`config.mk`:
```
export PLATFORM = sky130hd
export DESIGN_NAME = shift_result_stage
export DESIGN_NICKNAME = d
export VERILOG_FILES = /design/src/rtl/shift_result_stage.sv
export SDC_FILE = /design/constraint.sdc
export NUM_CORES = 1
export LEC_CHECK = 0
export ABC_AREA = 0
export CAP_MARGIN = 20
export CORE_MARGIN = 8
export CORE_UTILIZATION = 35
export CTS_CLUSTER_SIZE = 25
export DETAILED_ROUTE_END_ITERATION = 8
export PLACE_DENSITY = 0.71
export SYNTH_ARGS = -nofsm -noshare
export SYNTH_HDL_FRONTEND = slang
export SYNTH_SLANG_ARGS = --single-unit
```
`constraint.sdc`:
```
create_clock -name clk -period 1.8 [get_ports clk]
set_clock_uncertainty 0.2 [all_clocks]
set_input_delay 0.27 -clock clk [delete_from_list [all_inputs] [get_ports clk]]
set_output_delay 0.27 -clock clk [all_outputs]
set_load 0.03 [all_outputs]
```
`src/rtl/shift_result_stage.sv`:
```
// Registered result/flag stage behind the 8-bit shifter: captures each shift result with
// its zero/negative/carry flags and queues it in a small FIFO for writeback.
module shift_result_stage #(
  parameter int WIDTH = 8,
  parameter int SHW   = 3,
  parameter int RDW   = 4,
  parameter int DEPTH = 2
) (
  input  logic             clk,
  input  logic             reset,
  input  logic             flush,
  input  logic             in_valid,
  output logic             in_ready,
  input  logic [WIDTH-1:0] in_operand,
  input  logic [WIDTH-1:0] in_result,
  input  logic [SHW-1:0]   in_amount,
  input  logic             in_left,
  input  logic             in_arith,
  input  logic [RDW-1:0]   in_rd,
  output logic             out_valid,
  input  logic             out_ready,
  output logic [WIDTH-1:0] out_data,
  output logic [RDW-1:0]   out_rd,
  output logic             out_zero,
  output logic             out_neg,
  output logic             out_carry
);

  localparam int PW = $clog2(DEPTH);
  localparam int EW = WIDTH + RDW + 3;

  // Entry layout: {carry, neg, zero, rd, data}
  logic [EW-1:0]  mem_q [DEPTH];
  logic [PW-1:0]  wr_ptr_q, wr_ptr_d;
  logic [PW-1:0]  rd_ptr_q, rd_ptr_d;
  logic [PW:0]    count_q, count_d;
  logic           push, pop;
  logic           in_carry;
  logic [SHW-1:0] left_idx, right_idx;
  logic [EW-1:0]  in_entry;
  logic [EW-1:0]  head;

  // Handshake: a transfer happens on a rising edge where valid && ready; ready never
  // depends on the consumer side, so a full stage refuses input even while draining.
  assign in_ready  = !reset && (count_q < (PW+1)'(DEPTH));
  assign out_valid = (count_q != '0);
  assign push      = in_valid && in_ready;
  assign pop       = out_valid && out_ready;

  // in_arith does not affect carry: for any right shift the last bit out is operand[amount-1].
  assign left_idx  = SHW'(WIDTH - int'(in_amount));
  assign right_idx = in_amount - SHW'(1);

  always_comb begin
    in_carry = 1'b0;
    if (in_amount != '0) begin
      if (in_left) in_carry = in_operand[left_idx];
      else         in_carry = in_operand[right_idx];
    end
  end

  assign in_entry = {in_carry, in_result[WIDTH-1], (in_result == '0), in_rd, in_result};

  always_comb begin
    wr_ptr_d = wr_ptr_q;
    rd_ptr_d = rd_ptr_q;
    count_d  = count_q;
    if (flush) begin
      wr_ptr_d = '0;
      rd_ptr_d = '0;
      count_d  = '0;
    end else begin
      if (push) wr_ptr_d = wr_ptr_q + PW'(1);
      if (pop)  rd_ptr_d = rd_ptr_q + PW'(1);
      case ({push, pop})
        2'b10:   count_d = count_q + (PW+1)'(1);
        2'b01:   count_d = count_q - (PW+1)'(1);
        default: count_d = count_q;
      endcase
    end
  end

  always_ff @(posedge clk) begin
    if (reset) begin
      wr_ptr_q <= '0;
      rd_ptr_q <= '0;
      count_q  <= '0;
      for (int i = 0; i < DEPTH; i++) mem_q[i] <= '0;
    end else begin
      wr_ptr_q <= wr_ptr_d;
      rd_ptr_q <= rd_ptr_d;
      count_q  <= count_d;
      if (push && !flush) mem_q[wr_ptr_q] <= in_entry;
    end
  end

  assign head      = mem_q[rd_ptr_q];
  assign out_data  = head[WIDTH-1:0];
  assign out_rd    = head[WIDTH +: RDW];
  assign out_zero  = head[WIDTH+RDW];
  assign out_neg   = head[WIDTH+RDW+1];
  assign out_carry = head[WIDTH+RDW+2];

endmodule

```
== Word level (Yosys, flattened, before mapping) ==
Memories as Yosys holds them, arrays and structs flattened. A register that Yosys moved wholly into a read port is not among the register bits.
Cells that the tools add are included.

* Flip-flop bits (word level): 4
* Bits in latches: 0
* Bits in writable memories: 30
* Memory bits (read-only): 0
* Bits of input ports: 30
* Output and inout port bits: 17
* Logic and storage cells: 44
* Memories kept: 1

* $add $sub $neg: 6
* $mul: 0
* Div/mod/pow operators: 0
* $lt $le $gt $ge: 3
* Equal/unequal tests: 2
* Shifts and indexed selects: 0
* Muxes and demuxes: 17
* Bitwise operators: 0
* Reductions and logical operators: 12

{| class="wikitable"
|+ Memories
! memory !! depth !! width !! read ports !! clocked after memory_dff !! wr ports !! line !! source
|-
| mem_q || 2 || 15 || 1 || 1 || 2 || 33 || <nowiki>logic [EW-1:0] mem_q [DEPTH];</nowiki>
|}

{| class="wikitable"
|+ Operators by type and width
! kind !! number
|-
| $mux W15 || 1
|-
| $reduce_or A15 Y1 || 1
|-
| $mux W1 || 13
|-
| $logic_not A8 Y1 || 1
|-
| $lt A3 B4 Y1 const B || 2
|-
| $bmux W1 S3 || 2
|-
| $logic_and A1 B1 Y1 || 4
|-
| $pmux W2 S2 || 1
|-
| $reduce_bool A2 Y1 || 2
|-
| $reduce_bool A3 Y1 || 1
|-
| $sub A1 B3 Y3 const A || 1
|-
| $sub A3 B1 Y3 const B || 1
|-
| $add A1 B1 Y1 const B || 2
|-
| $add A2 B1 Y2 const B || 1
|-
| $eq A2 B1 Y1 const B || 1
|-
| $eq A2 B2 Y1 const B || 1
|-
| $logic_not A1 Y1 || 2
|-
| $lt A2 B2 Y1 const B || 1
|-
| $reduce_or A2 Y1 || 1
|-
| $sub A2 B1 Y2 const B || 1
|}

== Longest topological paths before layout ==
Gate-level depths: netlist (run 1).

* Depth after elaboration: 9
* Depth in mapped cells: 6
* Depth with buffers taken out: 6

== Least setup slack after synthesis (run 1) ==
Ideal clock, no wire load.

* Kind: in2reg
* Start: input port in_amount[0]
* End: memory mem_q[0][14] (netlist name) (data pin)
* Library setup time: 0.269 ns
* Arrival time: 1.485 ns
* Required time: 1.331 ns
* Path slack: -0.154 ns
* Stages on the path: 5
* Buffers on the path: 0
* Cells stage by stage: inv_1 ha_1 mux4_1 o22ai_1 a2111oi_2

{| class="wikitable"
|+ RTL lines
! item !! line !! source
|-
| from (decl) || 16 || <nowiki>input logic [SHW-1:0] in_amount,</nowiki>
|-
| to (decl) || 33 ||
|}

== Final worst setup path (run 1) ==
* Start: register count_q[1]
* End: register count_q[1]

* Cells in the longest elaborated chain, start to end: 5
* Elaborated cells between the ends (all ways): 11
* Classes of those cells: add/sub: 2; order compare: 1; eq/ne: 2; mux: 1; reduce/logical: 5

{| class="wikitable"
|+ Ends and longest elaborated chain
! item !! line !! source
|-
| from (decl) || 36 || <nowiki>logic [PW:0] count_q, count_d;</nowiki>
|-
| from (signal assigned) || 92 || <nowiki>count_q <= count_d;</nowiki>
|-
| $lt A2 B2 Y1 || 45 || <nowiki>assign in_ready = !reset && (count_q < (PW+1)'(DEPTH));</nowiki>
|-
| $logic_and A1 B1 Y1 || 45 ||
|-
| $logic_and A1 B1 Y1 || 47 || <nowiki>assign push = in_valid && in_ready;</nowiki>
|-
| $eq A2 B1 Y1 / $eq A2 B2 Y1 (equally long branches) || 75 || <nowiki>case ({push, pop})</nowiki>
|-
| $pmux W2 S2 / $reduce_bool A2 Y1 (equally long branches) || - ||
|}

Several ways; a longest one is shown, not always the timed one.
A chain may end at the register's enable or synchronous reset.

==> impl_metrics.env, run 1 <==
export IMPL_cts_sinks=33
export IMPL_max_cap_violations=0
export IMPL_ys_ff_latch=33
export IMPL_drt_iter0_drc=141
export IMPL_synth_area_top_cells="edfxtp_1 (49%), mux2_2 (9.2%), mux4_1 (6.2%), dfxtp_1 (5.9%), and3_1 (5.1%)"
export IMPL_clk_path_buf_depth=2
export IMPL_die_area_um2=7370
export IMPL_antenna_found_initial=0
export IMPL_nets=227
export IMPL_fin_crit_sh_pct=101
export IMPL_grt_use_met3_pct=3.92
export IMPL_r2r_slack_ns=-0.02
export IMPL_syn_num_nets=156
export IMPL_rows=25
export IMPL_die_h_um=85.9
export IMPL_cts_tree="yes"
export IMPL_htree_num_levels=2
export IMPL_worst_setup_path_start_kind="register"
export IMPL_rr_worst_depth=5
export IMPL_final_cells=261
export IMPL_crit_path_max_fanout=3
export IMPL_setup_viol=1
export IMPL_avgSynthCellArea_um2=14.0
export IMPL_cts_clk_slew_worst_paths_ns=0.06
export IMPL_seq_area_frac_synth_pct=55.1
export IMPL_vias_per_cell=4.76
export IMPL_violations="negative setup slack"
export IMPL_crit_path_end_kind="register"
export IMPL_die_w_um=85.9
export IMPL_r2r_start="count_q[1]$_SDFFE_PP0P_"
export IMPL_grt_pass1_vias=1337
export IMPL_rsz0062_at_grt="yes"
export IMPL_finalInstanceArea_um2=2570
export IMPL_yosysMostFrequentCell="edfxtp_1"
export IMPL_placed_area_um2=2390
export IMPL_use_met1_pct=12.7
export IMPL_powerDensity_nw_per_um2=699
export IMPL_use_met2_pct=19.5
export IMPL_finalMaxSlewViolations=0
export IMPL_grt_pass1_wl_um=6530
export IMPL_portBuffers=45
export IMPL_globalplace_congestion=0.702
export IMPL_fin_crit_ns=1.82
export IMPL_area_delta_synth_final_pct=50.4
export IMPL_worstSkewPairLatency_ns=0.28
export IMPL_first_pass_iters=4
export IMPL_cts_buffers=5
export IMPL_pre_cts_ws_ns=-0.573
export IMPL_worstPathArrival_ns=1.84
export IMPL_hp_start="flush"
export IMPL_irDropWorstVdd_v=0.000254
export IMPL_worstSetupPathType="reg -> reg"
export IMPL_min_to="count_q[1]$_SDFFE_PP0P_"
export IMPL_drive_gt1_share_pct=44.3
export IMPL_p_leak_nw=1.08
export IMPL_syn_cell_area_um2=1710
export IMPL_yosysTopAreaCellShare_pct=49.2
export IMPL_coreArea_um2=4720
export IMPL_max_slew_worst_pin_slew_ns=0.347
export IMPL_grt_use_total_pct=11.7
export IMPL_grt_max_degree=14
export IMPL_wirelength_um=4040
export IMPL_timing_hold_ws_ns=0.310
export IMPL_dp_hpwl_um=3000
export IMPL_cts_root_buf="clkbuf_8"
export IMPL_holdBufCountCts=0
export IMPL_slew_headroom_pct=76.9
export IMPL_required_ns=1.81
export IMPL_synthTopCellsByCount="edfxtp_1 (28), and3_1 (14), mux2_2 (14)"
export IMPL_top_usage_layer="met2"
export IMPL_hold_viol_final=0
export IMPL_drc_errors=0
export IMPL_synthArstFlopShare_pct=0
export IMPL_yosysWarnings=0
export IMPL_fin_util_pct=54.4
export IMPL_synthFlopType="edfxtp_1"
export IMPL_ant_nets=0
export IMPL_synth_cell_types=32
export IMPL_status="complete, but fails checks"
export IMPL_initial_utilization_pct=36.2
export IMPL_setup_slack_ns=-0.0250
export IMPL_grt_ovfl_total=0
export IMPL_synthCells=122
export IMPL_synth_top_area_cell="edfxtp_1"
export IMPL_fillCellCount=402
export IMPL_r2r_end="count_q[1]$_SDFFE_PP0P_"
export IMPL_vias=1242
export IMPL_hold_class="in -> reg"
export IMPL_dp_cells=246
export IMPL_pin_count=47
export IMPL_max_freq_mhz=548
export IMPL_synth_edf_count=28
export IMPL_diodes=0
export IMPL_post_drt_wl_per_cell_um=15.5
export IMPL_hold_depth=4
## final cells by class
class,count,area [um^2],area share (%)
timing repair buffer,68,611,23.8
inverter,4,15.0,0.585
sequential,33,948,36.9
clock buffer,8,90.1,3.51
multi-input combinational,81,821,32.0
tap,67,83.8,3.26
## registers in the layout (all words and copies together), names as in the netlist, named ones only
register	cells
wr_ptr_q	1
rd_ptr_q	1
count_q	2
mem_q	28
## where the power goes
part           leakage, nW  switching [mW]  internal (mW)  total [mW]
registers            0.333          0.0140          0.861       0.875
logic                0.699           0.170          0.194       0.364
clock network       0.0455           0.244          0.311       0.556
total                 1.08           0.428           1.37        1.79
## cell families (layout without fill, tap and decap cells)
family,count (synthesis),count (layout),synth area share (%)
flip-flops,33,33,55.1
AO/OA/AOI/OAI,6,6,2.71
adder cells (fa/ha/maj),4,4,2.93
buffers and inverters,9,80,2.56
AND/OR/NAND/NOR,46,47,17.1
multiplexers,19,19,16.0
XOR/XNOR,5,5,3.66
## worst max-delay path by stage
stage,slack [ns],cells past startpoint,to,start
2_1_floorplan,-0.01,5,mem_q[0][14]$_SDFFCE_PN0P_,in_amount[0]
3_3_place_gp,-0.53,6,mem_q[0][14]$_SDFFCE_PN0P_,in_amount[0]
3_5_place_dp,-0.57,6,mem_q[0][14]$_SDFFCE_PN0P_,in_amount[0]
4_1_cts,-0.09,3,out_neg,register
5_1_grt,-0.07,5,count_q[1]$_SDFFE_PP0P_,count_q[1]$_SDFFE_PP0P_
6_report,-0.02,5,count_q[1]$_SDFFE_PP0P_,count_q[1]$_SDFFE_PP0P_
## timing repair
| action | CTS | global route |
|---|---|---|
| gates resized for setup | 79 | 21 |
| setup buffers | 3 | 2 |
| setup endpoints to repair | 49 | 34 |
| pin swaps | 9 | 9 |
| cloned | 1 | 1 |
## routing by layer
layer	part of all wire, %	wire, um
met1	40	1640
met2	51	2050
met3	6.3	254
met4	2.5	100
met5	0	0
## worst max-delay path, stage by stage, from the launching register on
cell and delay [ns]:
dfxtp_4 0.36, or3b_4 0.42, ha_4 0.19, xnor2_4 0.12, or3_4 0.33, a21oi_2 0.13
## cells in the final DEF (no fill, tap or decap), types with 3 or more instances in the layout
cell type        Yosys  final
and2_1              13     12
and3_1              14     14
buf_12               0      3
buf_2                2     11
buf_4                2     21
buf_6                0      3
clkbuf_8             0      6
clkdlybuf4s50_1      0     23
dfxtp_1              5      3
dlygate4sd2_1        0      3
edfxtp_1            28     28
mux2_2              14     14
nor2_1               5      5
## per-stage QoR
stage	power, mW	setup TNS [ns]
5_1_grt	1.87	-0.139
3_3_place_gp	1.23	-17.86
6_report	1.79	-0.0250
2_1_floorplan	1.07	-0.0113
3_5_place_dp	1.25	-19.79
4_1_cts	1.79	-0.132
Note: power is estimated with default switching activity, not from simulation.
==> inputs of run 2 (changes only) <==
- ABC_AREA: 0 -> 1
- CTS_CLUSTER_SIZE: 25 -> 20
- PLACE_DENSITY: 0.71 -> 0.7
==> run 2 against run 1 <==
  * The flow still finishes with violations (negative setup slack)
  * Power shrank 1.6%
  * Non-clock buffer count shrank 7
  * First-iteration DRC count shrank 34%
  * Area after synthesis grew 3.0%
  * Core utilization shrank 3.6 points
  * Critical path depth shrank 1
  * Setup slack gained 0.022 ns
  * Cell area shrank 1.5%
  * Global-route usage shrank 1.6 points
  * Count of clock-buffer cells in the layout shrank 3
  * Via count grew 8.6%
  * Sequential power is essentially flat
  * Largest cell class unchanged
==> impl_metrics.env, run 2 <==
export IMPL_drive_gt1_share_pct=36.1
export IMPL_wl_met2_um=1840
export IMPL_synthArstFlopShare_pct=0
export IMPL_met1_length_um=1590
export IMPL_cp_top_family="buffers and inverters"
export IMPL_ys_ff_latch=33
export IMPL_cts_sinks=33
export IMPL_total_power_mw=1.77
export IMPL_grt_pass1_vias=1346
export IMPL_dp_hpwl_um=2790
export IMPL_cp_num_buf_inv=3
export IMPL_final_common_cell="edfxtp_1"
export IMPL_diodes=0
export IMPL_setup_tns_final_ns=-0.00342
export IMPL_antenna_found_initial=0
export IMPL_avgSynthCellArea_um2=10.4
export IMPL_synthFlopType="edfxtp_1"
export IMPL_required_ns=1.33
export IMPL_synthCells=169
export IMPL_largestRegisters="mem_q x28, count_q x2"
export IMPL_grt_ovfl_total=0
export IMPL_rsz0062_at_grt="yes"
export IMPL_coreArea_um2=4980
export IMPL_synthTopCellsByCount="edfxtp_1 (28), nand2_1 (28), inv_1 (23)"
export IMPL_cpPeakStageDelay_ns=0.37
export IMPL_vias_per_cell=4.45
export IMPL_portBuffers=45
export IMPL_violations="negative setup slack"
export IMPL_initial_utilization_pct=35.3
export IMPL_nets=266
export IMPL_largest_register_ffs=28
export IMPL_setup_slack_ns=-0.00342
export IMPL_clk_path_buf_depth=2
export IMPL_cpMostUsedCell="buf_6"
export IMPL_irDropWorstVdd_v=0.000251
export IMPL_max_freq_mhz=555
export IMPL_p_leak_nw=1.10
export IMPL_finalInstanceArea_um2=2530
export IMPL_crit_slowest_cell="dfxtp_4"
export IMPL_yosysTopAreaCellShare_pct=47.8
export IMPL_setup_viol=1
export IMPL_syn_num_nets=203
export IMPL_fin_util_pct=50.8
export IMPL_worstSetupPathType="reg -> out"
export IMPL_yosysWarnings=0
export IMPL_pin_count=47
export IMPL_hold_viol_final=0
export IMPL_synth_area_top_cells="edfxtp_1 (48%), mux2_2 (9.0%), nand2_1 (6.0%), dfxtp_1 (5.7%), nor2_2 (5.0%)"
export IMPL_hold_class="reg -> reg"
export IMPL_crit_path_max_fanout=7
export IMPL_synth_edf_count=28
export IMPL_max_slew_worst_pin_slew_ns=0.309
export IMPL_cts_buffers=5
export IMPL_first_pass_iters=4
export IMPL_fin_crit_ns=1.80
export IMPL_wirelength_um=3750
export IMPL_routed_top_layer="met4"
export IMPL_worstPathArrival_ns=1.33
export IMPL_die_w_um=86.9
export IMPL_powerDensity_nw_per_um2=698
export IMPL_die_area_um2=7550
export IMPL_final_cell_mix="edfxtp_1 (28), clkdlybuf4s50_1 (26), nand2_1 (25)"
export IMPL_fin_crit_sh_pct=100
export IMPL_syn_cell_area_um2=1760
export IMPL_synth_cell_types=26
export IMPL_worst_setup_path_start_kind="register"
export IMPL_max_cap_violations=0
export IMPL_area_delta_synth_final_pct=43.8
export IMPL_met3_wirelength_um=275
export IMPL_die_h_um=86.9
export IMPL_drc_errors=0
export IMPL_top_register="mem_q"
export IMPL_worstPathCellList="buf_12 > buf_6 > mux2_4 > buf_6"
export IMPL_crit_path_end_kind="primary output"
export IMPL_htree_num_levels=2
export IMPL_slew_headroom_pct=79.5
export IMPL_finalMaxSlewViolations=0
export IMPL_drt_iter0_drc=93
export IMPL_status="complete, but fails checks"
export IMPL_synth_top_area_cell="edfxtp_1"
export IMPL_grt_pass1_wl_um=5800
export IMPL_grt_max_degree=15
export IMPL_worstSkewPairLatency_ns=0.28
export IMPL_globalplace_congestion=0.851
export IMPL_grt_use_total_pct=10.1
export IMPL_cts_clk_slew_worst_paths_ns=0.07
export IMPL_post_drt_wl_per_cell_um=12.4
export IMPL_cts_root_buf="clkbuf_8"
export IMPL_placed_area_um2=2390
export IMPL_rows=26
export IMPL_fillCellCount=487
export IMPL_cts_tree="yes"
export IMPL_seq_area_frac_synth_pct=53.5
export IMPL_ant_nets=0
export IMPL_vias=1349
[run 2: cell types whose count changed after synthesis, moves of 11 or more]
cell,change
and2_1,-13
and3_1,-14
inv_1,+19
nand2_1,+27
nand3_1,+11
nor2_2,+14
[run 2: area by class of cell]
type                            count  area (um^2)  area share [%]
Multi-Input combinational cell    106          708            28.0
Sequential cell                    33          945            37.3
Timing Repair Buffer               61          599            23.7
Inverter                           25          104            4.10
Clock inverter                      3         17.5           0.692
Tap cell                           70         87.6            3.46
Clock buffer                        5         68.8            2.72
[run 2: metrics by stage]
step / hold WS [ns] / std cells / worst slack, ns
after CTS: 0.262 / 302 / -0.0855
final: 0.263 / 303 / -0.00342
after global routing: 0.286 / 303 / -0.0453
after floorplan: 0.231 / 169 / 0.0513
after detailed placement: 0.252 / 293 / -0.401
after global placement: 0.242 / 293 / -0.369
[run 2: cell families (layout without fill, tap and decap cells)]
family / count (synthesis) / in the layout / synth area share [%]
and+or+nand+nor: 79 / 79 / 23.3
AOI/OAI and AO/OA: 8 / 8 / 2.28
xor gates and xnor gates: 1 / 1 / 0.498
DFF: 33 / 33 / 53.5
muxes: 14 / 14 / 8.96
buffers and inverters: 30 / 94 / 8.68
adders and majority gates: 4 / 4 / 2.85
[run 2: final timing paths]
| path | start | end | slack [ns] | cells after the start |
|---|---|---|---|---|
| max reg2reg | count_q[0]$_SDFFE_PP0P_ | count_q[1]$_SDFFE_PP0P_ | 0.15 | 7 |
| min | rd_ptr_q$_SDFFE_PP0P_ | register | 0.26 | 1 |
| max | register | out_carry | -0.003 | 4 |
| min reg2reg | rd_ptr_q$_SDFFE_PP0P_ | register | 0.26 | 1 |
[run 2: what timing repair did]
action                     4_1_cts  5_1_grt
setup endpoints to repair       17        8
cloned                           0        1
pin swaps                        0        5
resized for setup               70       26
setup buffers                    1        0
hold buffers                     0        0
[run 2: power by group]
group          switching, mW  internal (mW)  leakage [nW]
Sequential            0.0104          0.863         0.330
Clock                  0.267          0.266        0.0439
Combinational          0.185          0.173         0.727
Total                  0.462           1.30          1.10
[run 2: routing by layer]
layer  track usage (%)  up-vias
li1                  -      683
met1              10.1      623
met2              17.7       39
met3              4.81        4
met4              3.91        0
met5                 0        -
==> inputs of run 3 (changes only) <==
- CTS_BUF_LIST: default -> sky130_fd_sc_hd__clkbuf_4 sky130_fd_sc_hd__clkbuf_8 sky130_fd_sc_hd__clkbuf_16
==> results of run 3 <==
Final layout, timing and power as in run 2 (identical DEF).
